==> src/rtl/ipml_fifo_fwft_rd_stage_pkg.sv <==
// Shared constants and parameter-legality helpers for the FWFT read stage.
package ipml_fifo_fwft_rd_stage_pkg;

    // Width of buf_level and of the internal occupancy counters (0..4 fits).
    localparam int LEVEL_W = 3;

    // Memory read latency must be 1..3 cycles.
    function automatic bit rd_latency_ok(input int lat);
        return (lat >= 1) && (lat <= 3);
    endfunction

    // Buffer must hold every in-flight word plus the one being presented.
    function automatic bit buf_depth_ok(input int depth, input int lat);
        return (depth >= 2) && (depth <= 4) && (depth >= lat + 1);
    endfunction

endpackage

==> src/rtl/ipml_fifo_outbuf_ring.sv <==
// Small register ring buffer: one write and one read port, level and flags.
// Reads of an empty ring are ignored; writes are trusted to fit because the
// caller only issues memory reads when room is guaranteed.
module ipml_fifo_outbuf_ring
    import ipml_fifo_fwft_rd_stage_pkg::*;
#(
    parameter int W     = 8,
    parameter int DEPTH = 2
) (
    input  logic               clk,
    input  logic               rst,
    input  logic               wr_en,
    input  logic [W-1:0]       wr_data,
    input  logic               rd_en,
    output logic [W-1:0]       rd_data,
    output logic [LEVEL_W-1:0] level,
    output logic               empty,
    output logic               full
);

    localparam int PW = (DEPTH > 1) ? $clog2(DEPTH) : 1;

    logic [W-1:0]  mem [DEPTH];
    logic [PW-1:0] wr_ptr;
    logic [PW-1:0] rd_ptr;
    logic          rd_ok;

    assign rd_ok   = rd_en && !empty;
    assign empty   = (level == '0);
    assign full    = (level == LEVEL_W'(DEPTH));
    assign rd_data = mem[rd_ptr];

    // Storage, pointers (wrapping modulo DEPTH) and occupancy count.
    always_ff @(posedge clk or posedge rst) begin
        if (rst) begin
            for (int i = 0; i < DEPTH; i++) mem[i] <= '0;
            wr_ptr <= '0;
            rd_ptr <= '0;
            level  <= '0;
        end else begin
            if (wr_en) begin
                mem[wr_ptr] <= wr_data;
                wr_ptr      <= (wr_ptr == PW'(DEPTH - 1)) ? '0 : wr_ptr + 1'b1;
            end
            if (rd_ok) begin
                rd_ptr <= (rd_ptr == PW'(DEPTH - 1)) ? '0 : rd_ptr + 1'b1;
            end
            case ({wr_en, rd_ok})
                2'b10:   level <= level + 1'b1;
                2'b01:   level <= level - 1'b1;
                default: level <= level;
            endcase
        end
    end

endmodule

==> src/rtl/ipml_fifo_fwft_rd_stage.sv <==
// FWFT read stage: issues FIFO reads while the output buffer has room for
// everything already requested, captures returning words after the fixed
// memory latency and presents the buffer head as a valid/ready stream.
module ipml_fifo_fwft_rd_stage
    import ipml_fifo_fwft_rd_stage_pkg::*;
#(
    parameter int c_RD_DATA_WIDTH = 8,
    parameter int c_RD_LATENCY    = 1,
    parameter int c_BUF_DEPTH     = 2
) (
    input  logic                       rclk,
    input  logic                       rrst,
    input  logic                       fifo_rempty,
    output logic                       fifo_rd_en,
    input  logic [c_RD_DATA_WIDTH-1:0] ram_rdata,
    output logic [c_RD_DATA_WIDTH-1:0] dout,
    output logic                       dout_valid,
    input  logic                       dout_ready,
    output logic [LEVEL_W-1:0]         buf_level
);

    if (!rd_latency_ok(c_RD_LATENCY)) begin : g_bad_latency
        $error("c_RD_LATENCY must be in 1..3");
    end
    if (!buf_depth_ok(c_BUF_DEPTH, c_RD_LATENCY)) begin : g_bad_depth
        $error("c_BUF_DEPTH must be in 2..4 and at least c_RD_LATENCY+1");
    end

    logic [c_RD_LATENCY-1:0] lat_pipe;
    logic                    pop;
    logic                    capture;
    logic                    deq;
    logic                    buf_empty;
    logic                    buf_full_unused;
    logic [LEVEL_W-1:0]      inflight_cnt;
    logic [LEVEL_W:0]        demand;

    assign pop     = fifo_rd_en && !fifo_rempty;
    assign capture = lat_pipe[c_RD_LATENCY-1];
    assign deq     = dout_valid && dout_ready;

    // Words requested but not yet written into the buffer.
    always_comb begin
        inflight_cnt = '0;
        for (int i = 0; i < c_RD_LATENCY; i++)
            inflight_cnt = inflight_cnt + LEVEL_W'(lat_pipe[i]);
    end

    // Occupancy after this cycle if no new read were issued; a read is only
    // allowed when that leaves a free slot, so captures can never overflow.
    assign demand     = {1'b0, buf_level} + {1'b0, inflight_cnt} - (LEVEL_W + 1)'(deq);
    assign fifo_rd_en = !rrst && !fifo_rempty && (demand < (LEVEL_W + 1)'(c_BUF_DEPTH));

    // Pop valid bits travel with the memory latency; the last stage is capture.
    always_ff @(posedge rclk or posedge rrst) begin
        if (rrst) lat_pipe <= '0;
        else      lat_pipe <= (lat_pipe << 1) | c_RD_LATENCY'(pop);
    end

    ipml_fifo_outbuf_ring #(
        .W     (c_RD_DATA_WIDTH),
        .DEPTH (c_BUF_DEPTH)
    ) u_ring (
        .clk     (rclk),
        .rst     (rrst),
        .wr_en   (capture),
        .wr_data (ram_rdata),
        .rd_en   (deq),
        .rd_data (dout),
        .level   (buf_level),
        .empty   (buf_empty),
        .full    (buf_full_unused)
    );

    assign dout_valid = !buf_empty;

endmodule

==> config.mk <==
export PLATFORM = sky130hd
export DESIGN_NAME = ipml_fifo_fwft_rd_stage
export DESIGN_NICKNAME = d
export VERILOG_FILES = /design/src/rtl/ipml_fifo_fwft_rd_stage_pkg.sv /design/src/rtl/ipml_fifo_outbuf_ring.sv /design/src/rtl/ipml_fifo_fwft_rd_stage.sv
export SDC_FILE = /design/constraint.sdc
export NUM_CORES = 1
export LEC_CHECK = 0
export CORE_UTILIZATION = 53
export DETAILED_ROUTE_END_ITERATION = 7
export GPL_ROUTABILITY_DRIVEN = 0
export PLACE_DENSITY_LB_ADDON = 0.25
export SETUP_SLACK_MARGIN = 0.3
export SYNTH_ARGS = -nofsm -noshare
export SYNTH_HDL_FRONTEND = slang
export SYNTH_HIERARCHICAL = 1
export SYNTH_SLANG_ARGS = --single-unit
==> constraint.sdc <==
create_clock -name rclk -period 4.7 [get_ports rclk]
set_input_delay 0.94 -clock rclk [delete_from_list [all_inputs] [get_ports rclk]]
set_output_delay 0.94 -clock rclk [all_outputs]
set_load 0.02 [all_outputs]
==> metrics.csv <==
metric,value,unit
status,completed,
grt-ovfl-total,0,
antenna_found_initial,0,
die_area,2362,um2
rsz0062_at_grt,no,
reg2regPathDepth,8,
finalSetupTns,0,ns
synthCells,87,
insertion_delay,0.30,ns
first_pass_iters,4,
initial_utilization,57.50,%
crit_path_start_kind,primary input,
fin_worst_skew,0.007093,ns
cts_buffers,3,
setup_ws,0.7542,ns
rrSetupSlack,2.36,ns
final_common_cell,clkdlybuf4s50_1,
layout.cells.non_filler,140,
post-route-cell-area,1448,um2
place_ws,0.3479,ns
powerDensity,753.1,nW/um2
hold_start,u_ring/wr_ptr,
track_usage,19.35,%
vias_per_cell,5.200,
vdd_drop_max,0.4367,mV
crit_type,primary input to output pin,
final_cell_mix,"clkdlybuf4s50_1 (23), dfrtp_1 (22), mux2_2 (16)",
route.vias.total,728,
grt_start_max_net_pins,22,
fp-row-count,16,
avgRoutedWirePerCell,14.07,um
grt_pass1_wl,3539,um
hold_path_class,flip-flop to flip-flop,
syn_nets,105,
share_comb_of_total_power,56.4,%
r2r_start,u_ring/level[1],
dp_hpwl,1455,um
root_buffer,clkbuf_4,
p_leak,0.6778,nW
grt_pass1_vias,782,
cts_tree,yes,
maxCapViolations,0,
holdPathEnd,u_ring/wr_ptr,
worst_hold_slack,0.5105,ns
coreArea,2002,um2
numClockSinks,22,
hold_viol_final,0,
ys_warn_count,6,
first_iter_violations,5,
crit_start,dout_ready,
diodes,0,
hold-path-cell-count,1,
pwr-share-clk,9.5,%
slew_headroom,49.06,%
drive_above_1_share,26.55,%
fin_crit,3.946,ns
r2r_end,capture,
placed_area,1409,um2
area_growth,25.76,%
p_sw,404.2,uW
worstMarginPinSlew,0.7633,ns
dieHeight,48.61,um
wl,1970,um
switching_share,37.08,%
ant_nets,0,
cp.required,3.76,ns
maxSlewViolCount,0,
io_pins,25,
cts.path.max_buffers,2,
power_frac_seq,34.1,%
cts.clk_slew.worst_paths,0.13,ns
holdBufCountCts,0,
cp.arrival,3.01,ns
die_x,48.61,um
syn-cell-area,1151,um2
io_buffers,24,
p_int,686.0,uW
fmax,253.4,MHz
htreeDepth,1,
finalNetCount,132,
cts_setup_buffers,0,
dp_cells,136,
synth_area_per_cell,13.23,um2
path_max_fanout,2,
finalCritPeriodShare,83.95,%
setup_viol,0,
drc,0,
num-fill-cells,152,
setup.worst_path.end_class,output pin,
-- power groups by stage --
stage	clock network [mW]	registers, mW	logic (mW)
after floorplan	0	0.356	0.429
after global placement	0	0.368	0.602
after detailed placement	0	0.374	0.621
after CTS	0.104	0.372	0.623
after global routing	0.112	0.386	0.676
final	0.104	0.371	0.615
-- routing by layer --
| layer | wire, um | vias to the layer above | track usage (%) |
|---|---|---|---|
| met2 | 1049 | 15 | 35.42 |
| li1 | - | 342 | - |
| met5 | 0 | - | 0 |
| met3 | 80 | 0 | 3.145 |
| met4 | 0 | 0 | 2.941 |
| met1 | 840 | 371 | 24.23 |
-- worst max-delay path by stage --
stage	endpoint	slack (ns)	depth (start not counted)
6_report	fifo_rd_en	0.75	9
2_1_floorplan	fifo_rd_en	1.11	7
3_5_place_dp	fifo_rd_en	0.35	9
5_1_grt	fifo_rd_en	0.53	9
3_3_place_gp	fifo_rd_en	0.40	9
4_1_cts	fifo_rd_en	0.34	9
-- registers in the layout (all words and copies together) (netlist names) --
register,flops
capture,1
u_ring/mem,16
u_ring/wr_ptr,1
u_ring/level,3
u_ring/rd_ptr,1
-- layout make-up --
class                   count  area, um2  area share, %
clock buffers               4      36.28          2.506
inverters                  11      41.29          2.852
multi-input cells          52      543.0          37.51
flip-flops and latches     22      550.5          38.03
well taps                  27      33.78          2.334
repair buffers             24      242.7          16.77
-- critical path, cell delays in order --
cell and delay, ns:
clkdlybuf4s50_1 0.44, nor2b_1 0.15, ha_1 0.25, nand2b_1 0.16, fa_1 0.38, xor2_1 0.17
nand3_1 0.11, nor3b_1 0.17, dlymetal6s2s_1 0.24
-- through the flow --
stage,total power [mW],utilization (%)
after floorplan,0.7848,-
after global placement,0.9699,70.38
after detailed placement,0.9949,70.38
after CTS,1.099,72.19
after global routing,1.174,72.31
final,1.090,72.31
-- what timing repair did --
| action | 4_1_cts | 5_1_grt |
|---|---|---|
| gates resized for setup | 0 | 1 |
| endpoints found under the hold margin | 0 | 0 |
| setup endpoints to repair | 0 | 1 |
Note: power is estimated with default switching activity, not from simulation.
